[src/rtl/lipsi_mem_pkg.sv]
// lipsi_mem_pkg: shared widths, owner encoding and counter sizing for the memory arbiter.
package lipsi_mem_pkg;
    localparam int ADDR_W = 8;
    localparam int DATA_W = 8;
    localparam int HOST_MAX_WAIT_DEFAULT = 8;

    typedef enum logic [1:0] {OWN_NONE, OWN_CPU, OWN_HOST} mem_owner_t;

    function automatic int cnt_width(input int max_val);
        return (max_val < 1) ? 1 : $clog2(max_val + 1);
    endfunction
endpackage

[src/rtl/arb_wait_counter.sv]
// arb_wait_counter: saturating count of cycles a pending request has been denied.
module arb_wait_counter
    import lipsi_mem_pkg::*;
#(
    parameter int MAX = HOST_MAX_WAIT_DEFAULT,
    localparam int W = cnt_width(MAX)
) (
    input  logic         clk,
    input  logic         reset,
    input  logic         req,
    input  logic         gnt,
    output logic [W-1:0] cnt,
    output logic         at_max
);
    logic [W-1:0] cnt_d, cnt_q;

    assign at_max = cnt_q == W'(MAX);
    assign cnt    = cnt_q;

    always_comb begin
        cnt_d = (!req || gnt) ? '0 : at_max ? cnt_q : cnt_q + 1'b1;
    end

    always_ff @(posedge clk) begin
        if (reset) cnt_q <= '0;
        else       cnt_q <= cnt_d;
    end
endmodule

[src/rtl/lipsi_mem_arbiter.sv]
// lipsi_mem_arbiter: grants the shared memory to the core or host each cycle,
// drives the memory command pins and flags read data one cycle after a read grant.
module lipsi_mem_arbiter
    import lipsi_mem_pkg::*;
#(
    parameter int HOST_MAX_WAIT = HOST_MAX_WAIT_DEFAULT
) (
    input  logic              clk,
    input  logic              reset,
    input  logic              cpu_req,
    input  logic              cpu_fetch,
    input  logic              cpu_small,
    input  logic              cpu_we,
    input  logic [ADDR_W-1:0] cpu_addr,
    input  logic [DATA_W-1:0] cpu_wdata,
    output logic              cpu_gnt,
    output logic              cpu_rvalid,
    output logic [DATA_W-1:0] cpu_rdata,
    input  logic              host_req,
    input  logic              host_we,
    input  logic [ADDR_W-1:0] host_addr,
    input  logic [DATA_W-1:0] host_wdata,
    output logic              host_gnt,
    output logic              host_rvalid,
    output logic [DATA_W-1:0] host_rdata,
    output logic              mem_wr_en,
    output logic              mem_fetch,
    output logic              mem_small_addr,
    output logic [ADDR_W-1:0] mem_rd_addr,
    output logic [ADDR_W-1:0] mem_wr_addr,
    output logic [DATA_W-1:0] mem_wr_data,
    input  logic [DATA_W-1:0] mem_rd_data
);
    localparam int W = cnt_width(HOST_MAX_WAIT);

    mem_owner_t   owner, rd_owner_d, rd_owner_q;
    logic [W-1:0] wait_cnt;
    logic         wait_at_max, is_cpu, is_host;

    arb_wait_counter #(.MAX(HOST_MAX_WAIT)) u_wait (
        .clk    (clk),
        .reset  (reset),
        .req    (host_req),
        .gnt    (host_gnt),
        .cnt    (wait_cnt),
        .at_max (wait_at_max)
    );

    always_comb begin
        owner = reset ? OWN_NONE
              : (host_req && (!cpu_req || wait_at_max)) ? OWN_HOST
              : cpu_req ? OWN_CPU : OWN_NONE;
        is_cpu         = owner == OWN_CPU;
        is_host        = owner == OWN_HOST;
        cpu_gnt        = is_cpu;
        host_gnt       = is_host;
        mem_fetch      = is_cpu & cpu_fetch;
        mem_small_addr = is_cpu & cpu_small & ~cpu_fetch;
        mem_wr_en      = is_cpu ? (cpu_we & ~cpu_fetch) : (is_host & host_we);
        mem_rd_addr    = is_cpu ? cpu_addr : is_host ? host_addr : '0;
        mem_wr_addr    = mem_rd_addr;
        mem_wr_data    = is_cpu ? cpu_wdata : is_host ? host_wdata : '0;
        rd_owner_d     = (is_cpu && (cpu_fetch || !cpu_we)) ? OWN_CPU
                       : (is_host && !host_we) ? OWN_HOST : OWN_NONE;
    end

    always_ff @(posedge clk) begin
        if (reset) rd_owner_q <= OWN_NONE;
        else       rd_owner_q <= rd_owner_d;
    end

    assign cpu_rvalid  = rd_owner_q == OWN_CPU;
    assign host_rvalid = rd_owner_q == OWN_HOST;
    assign cpu_rdata   = mem_rd_data;
    assign host_rdata  = mem_rd_data;

    // The starvation count can never exceed its saturation point.
    assert property (@(posedge clk) disable iff (reset) wait_cnt <= W'(HOST_MAX_WAIT));
endmodule

[config.mk]
export PLATFORM = sky130hd
export DESIGN_NAME = lipsi_mem_arbiter
export DESIGN_NICKNAME = d
export VERILOG_FILES = /design/src/rtl/lipsi_mem_pkg.sv /design/src/rtl/arb_wait_counter.sv /design/src/rtl/lipsi_mem_arbiter.sv
export SDC_FILE = /design/constraint.sdc
export NUM_CORES = 1
export LEC_CHECK = 0
export BUFFER_PORTS_ARGS = -buffer_cell sky130_fd_sc_hd__buf_4
export CAP_MARGIN = 20
export CORE_AREA = 5 5 46 68
export CTS_CLUSTER_DIAMETER = 60
export DETAILED_ROUTE_END_ITERATION = 12
export DIE_AREA = 0 0 51 73
export PLACE_DENSITY = 0.74
export SYNTH_ARGS = -nofsm -noshare
export SYNTH_HDL_FRONTEND = slang
export SYNTH_SLANG_ARGS = --single-unit
[constraint.sdc]
create_clock -name clk -period 3.4 [get_ports clk]
set_input_delay 0.51 -clock clk [delete_from_list [all_inputs] [get_ports clk]]
set_output_delay 0.51 -clock clk [all_outputs]
set_load 0.005 [all_outputs]
-- Yosys cells after proc, flatten, opt, wreduce, memory -nomap -nowiden
Index checks and enable logic that the tools add are counted.
- register bits: 6
- bits of input ports: 48
- output and inout bits: 47
- word-level logic and storage cells: 37
- add/sub/neg operators: 1
- equality and inequality tests: 5
- mux-type cells: 10
- bitwise gates (word level): 6
- reductions and logical operators: 12
- operators with widths (operator ; number):
    2-to-1 mux 8 bit ; 4
    2-to-1 mux 2 bit ; 3
    bitwise AND 1 bit ; 5
    adder 4 x 1 -> 4 bit, second input constant ; 1
    equality test 2 x 1 -> 1 bit, second input constant ; 2
    equality test 2 bit, second input constant ; 2
    equality test 4 bit, second input constant ; 1
    zero test 1 bit ; 4
    OR reduction 2 bit ; 2
    logical AND 1 bit ; 3
    logical OR 1 bit ; 3
    2-to-1 mux 1 bit ; 3
    NOT 1 bit ; 1

-- Depth between registers and ports, before layout
- word-level depth: 9
- depth in mapped cells: 7
- gate-level depth less buffers: 5

-- By module
A second synthesis with hierarchy kept.
- cell total of the unflattened synthesis: 79
- area, all modules: 698.2 µm²
- by module, submodules not included (module ; instances ; cells each ; area each (µm²) ; seq. area each (µm²)):
    lipsi_mem_arbiter ; 1 ; 58 ; 484.2 ; 40.0
    arb_wait_counter ; 1 ; 21 ; 214.0 ; 80.1

-- Worst setup path after synthesis
Ideal clock, no wire load.
- kind: register to output
- from: reg u_wait.cnt_q[0] (netlist: u_wait.cnt[0])
- to: out mem_wr_addr[6]
- arrival: 1488 ps
- data required time: 2890 ps
- slack: 1402 ps
- stages on the path, launching flop included: 8
- path buffers: 2
- path through: dfxtp_1 inv_1 ha_1 nand3b_4 a211oi_4 buf_6 a22o_1 buf_4
- word-level cells in the longest chain between the ends: 8
- elaborated cells between the ends (all ways): 9
- those cells by class: 3 x eq/ne; 4 x mux; 2 x reduce/logical
- RTL lines (what ; line ; RTL):
    start, declared ; arb_wait_counter.sv:15 ; logic [W-1:0] cnt_d, cnt_q;
    start signal, assigned ; arb_wait_counter.sv:26 ; else cnt_q <= cnt_d;
    equality test 4 bit ; arb_wait_counter.sv:17 ; assign at_max = cnt_q == W'(MAX);
    logical OR 1 bit ; lipsi_mem_arbiter.sv:51 ; : (host_req && (!cpu_req || wait_at_max)) ? OWN_HOST
    logical AND 1 bit ; lipsi_mem_arbiter.sv:51 ;
    2-to-1 mux 2 bit ; lipsi_mem_arbiter.sv:51 ;
    2-to-1 mux 2 bit ; lipsi_mem_arbiter.sv:50 ; owner = reset ? OWN_NONE
    equality test 2 bit ; lipsi_mem_arbiter.sv:54 ; is_host = owner == OWN_HOST;
    net host_gnt ; lipsi_mem_arbiter.sv:23 ; output logic host_gnt,
    2-to-1 mux 8 bit (2 in series) ; lipsi_mem_arbiter.sv:60 ; mem_rd_addr = is_cpu ? cpu_addr : is_host ? host_addr : '0;
    end, declared ; lipsi_mem_arbiter.sv:30 ; output logic [ADDR_W-1:0] mem_wr_addr,
The timed path passes the listed nets, and every way through them passes these cells.

-- Worst setup path in the final report
- from: reg u_wait.cnt_q[0] (netlist: u_wait.cnt[0])
- to: out mem_wr_addr[2]
- word-level cells in the longest chain between the ends: 8
- elaborated cells between the ends (all ways): 9
- those cells by class: 3 x eq/ne; 4 x mux; 2 x reduce/logical
- RTL lines (what ; line):
    equality test 4 bit * ; arb_wait_counter.sv:17
    logical OR 1 bit * ; lipsi_mem_arbiter.sv:51
    logical AND 1 bit * ; lipsi_mem_arbiter.sv:51
    2-to-1 mux 2 bit * ; lipsi_mem_arbiter.sv:51
    2-to-1 mux 2 bit * ; lipsi_mem_arbiter.sv:50
    equality test 2 bit ; lipsi_mem_arbiter.sv:54
    2-to-1 mux 8 bit ; lipsi_mem_arbiter.sv:60
    2-to-1 mux 8 bit * ; lipsi_mem_arbiter.sv:60
Mark *: on every way between the ends. The rest lies on a longest branch, timed or not.

==> flow_summary.ini <==
[worst_setup_path]
crit_start = u_wait.cnt[0]
r2r_end = rd_owner_q[1]
rr_worst_depth = 5
crit_family = compound AO/OA/AOI/OAI gates
cp_num_buf_inv = 2
crit_chain = inv_1 -> ha_1 -> nand3b_4 -> a211oi_4 -> a22o_1 -> buf_4
r2r_slack_ps = 1720
end_kind = output port
critPathSlowestCell = a211oi_4
cp.required_ps = 2890
r2r_start = u_wait.cnt[0]
criticalPathCategory = reg -> out
max_stage_delay_ps = 690
cp.arrival_ps = 2050
cp-start-kind = register
crit_fanout = 19

[timing]
rsz0062_at_grt = no
tightest_slew_ps = 759
setup_viol = 0
setup_tns_ps = 0
drv_slew = 0
hold_viol = 0
fmax_ghz = 0.391
skew_ps = 4.44
min_period_over_period_pct = 75.2
relSlewSlack_pct = 49.2
fin_ws_ps = 845
period_needed_ps = 2560
whs_ps = 473

[floorplan]
core_area_sq_mm = 0.00256
fp-row-count = 23
start_util_pct = 25.6
chipHeight_um = 73
die_w_um = 51
io_pins = 95
die_area_sq_mm = 0.00372

[yosys]
synth.avg_cell_area_sq_um = 8.76
synth_cells = 75
netlist_area_sq_um = 657
synth_flop_cell = dfxtp_1
netlist.area_leader.share_pct = 27.4
synth_warnings = 0
syn_nets = 125
async_reset_ff_share_pct = 0
synth_enable_flop_cells = 0
ys_types = 20
synth_largest_area_cell = buf_4
synth.most_common_cell = buf_4
ys_seq_area_share_pct = 18.3
synth_common_cells = buf_4 (24), a22o_1 (16), dfxtp_1 (6), inv_1 (5)
synthTopCellsByArea = buf_4 (27%), a22o_1 (21%), dfxtp_1 (18%)
synth_seq_cells = 6

[detailed_routing]
ant_nets = 0
vias_per_cell = 4.74
drt_iter0_drc = 1
wire_per_inst_um = 15.1
drt_wl_total_mm = 2.21
dr.pass1.iters = 2
vias = 692
post-route-drc-count = 0

[clock_tree]
htreeDepth = 1
post_cts_buffers = 0
ctsHoldBuffers = 0
numCtsBuffers = 3
clockBufferDepth = 2
clk_pin_slew_ps = 40
cts_sinks = 6
clk_latency_ps = 220
cts_tree = built
clock-root-buffer = clkbuf_8
cts-resized-gates = 0

[grt]
track_usage_pct = 11.1
grt_pass1_wl_mm = 3.15
grt.overflow.total = 0
antenna_found_initial = 0
first_global_vias = 781
grt_max_degree = 22

[place]
placed_cells = 143
dpl_worst_slack_ps = 1090
hpwl_mm = 1.89
portBuffers = 70
place_congestion = 0.657

[hold_path]
hold_start = u_wait.cnt[0]
min_path_type = reg -> reg
holdPathEnd = u_wait.cnt[0]
whs_path_depth = 1

[flow_run]
cap_viol_max_count = 0

[layout]
final_cells = 146
area_delta_synth_final_pct = 60.4
diodes = 0
nNetsFinal = 173
fillers = 265
drive_gt1_share_pct = 62.8
fin_util_pct = 41.1

[power_and_ir_drop]
powerDensity_mw_per_mm2 = 261
peakVddDrop_uv = 249
p_leak_nw = 0.568

[run_status]
outcome = completed
-- logic make-up after synthesis --
logic type               share of synthesized area (%)
AO/OA/AOI/OAI                                     27.4
XOR/XNOR                                          2.67
adder cells (fa/ha/maj)                           3.81
buffers and inverters                             33.5
flip-flops                                        18.3
AND/OR/NAND/NOR                                   14.3
-- power breakdown --
group / internal [W] / switching (W) / leakage (nW)
clock network: 0.0000759 / 0.0000284 / 0.0216
logic: 0.0000642 / 0.0000330 / 0.498
registers: 0.0000724 / 0.000000998 / 0.0488
total: 0.000212 / 0.0000625 / 0.568
-- registers in the layout (all words and copies together), names as in the netlist --
register / flops
u_wait.cnt: 4
rd_owner_q: 2
-- layout by cell type (no fill, tap or decap), drive strengths merged --
cell / n
buf: 70
a22o: 17
dfxtp: 6
inv: 5
nor2b: 4
nor2: 4
clkbuf: 3
ha: 2
nand3b: 1
o211a: 1
a211oi: 1
and3b: 1
and2: 1
nand4: 1
nand3: 1
xor2: 1
xnor2: 1
and2b: 1
-- how the worst max path moves through the flow --
stage	to	slack [ps]	cells after the start
after floorplan	mem_wr_addr[6]	1400	7
after global placement	mem_wr_addr[2]	1180	6
after detailed placement	mem_wr_addr[2]	1090	6
after CTS	mem_wr_addr[2]	810	6
after global routing	mem_wr_addr[2]	700	6
final	mem_wr_addr[2]	840	6
-- layout make-up --
type                       count  area, sq um  area share (%)
clock buffer                   3         41.3            3.92
sequential                     6          120            11.4
inverter                       5         18.8            1.78
multi-input combinational     37          317            30.0
tap                           25         31.3            2.97
timing repair buffer          70          526            49.9
-- stage by stage --
step                power [W]  cell area (sq um)
floorplan            0.000126                657
global placement     0.000171               1010
detailed placement   0.000173               1010
CTS                  0.000279               1050
global route         0.000287               1050
finish               0.000275               1050
-- metal layers --
layer  routed length [um]  vias up  track usage (%)
li1                     -      329                -
met1                  653      310             9.77
met2                 1250       43             20.9
met3                  227       10             2.86
met4                   77        0             7.78
met5                    0        -                0
Note: power is estimated with default switching activity, not from simulation.
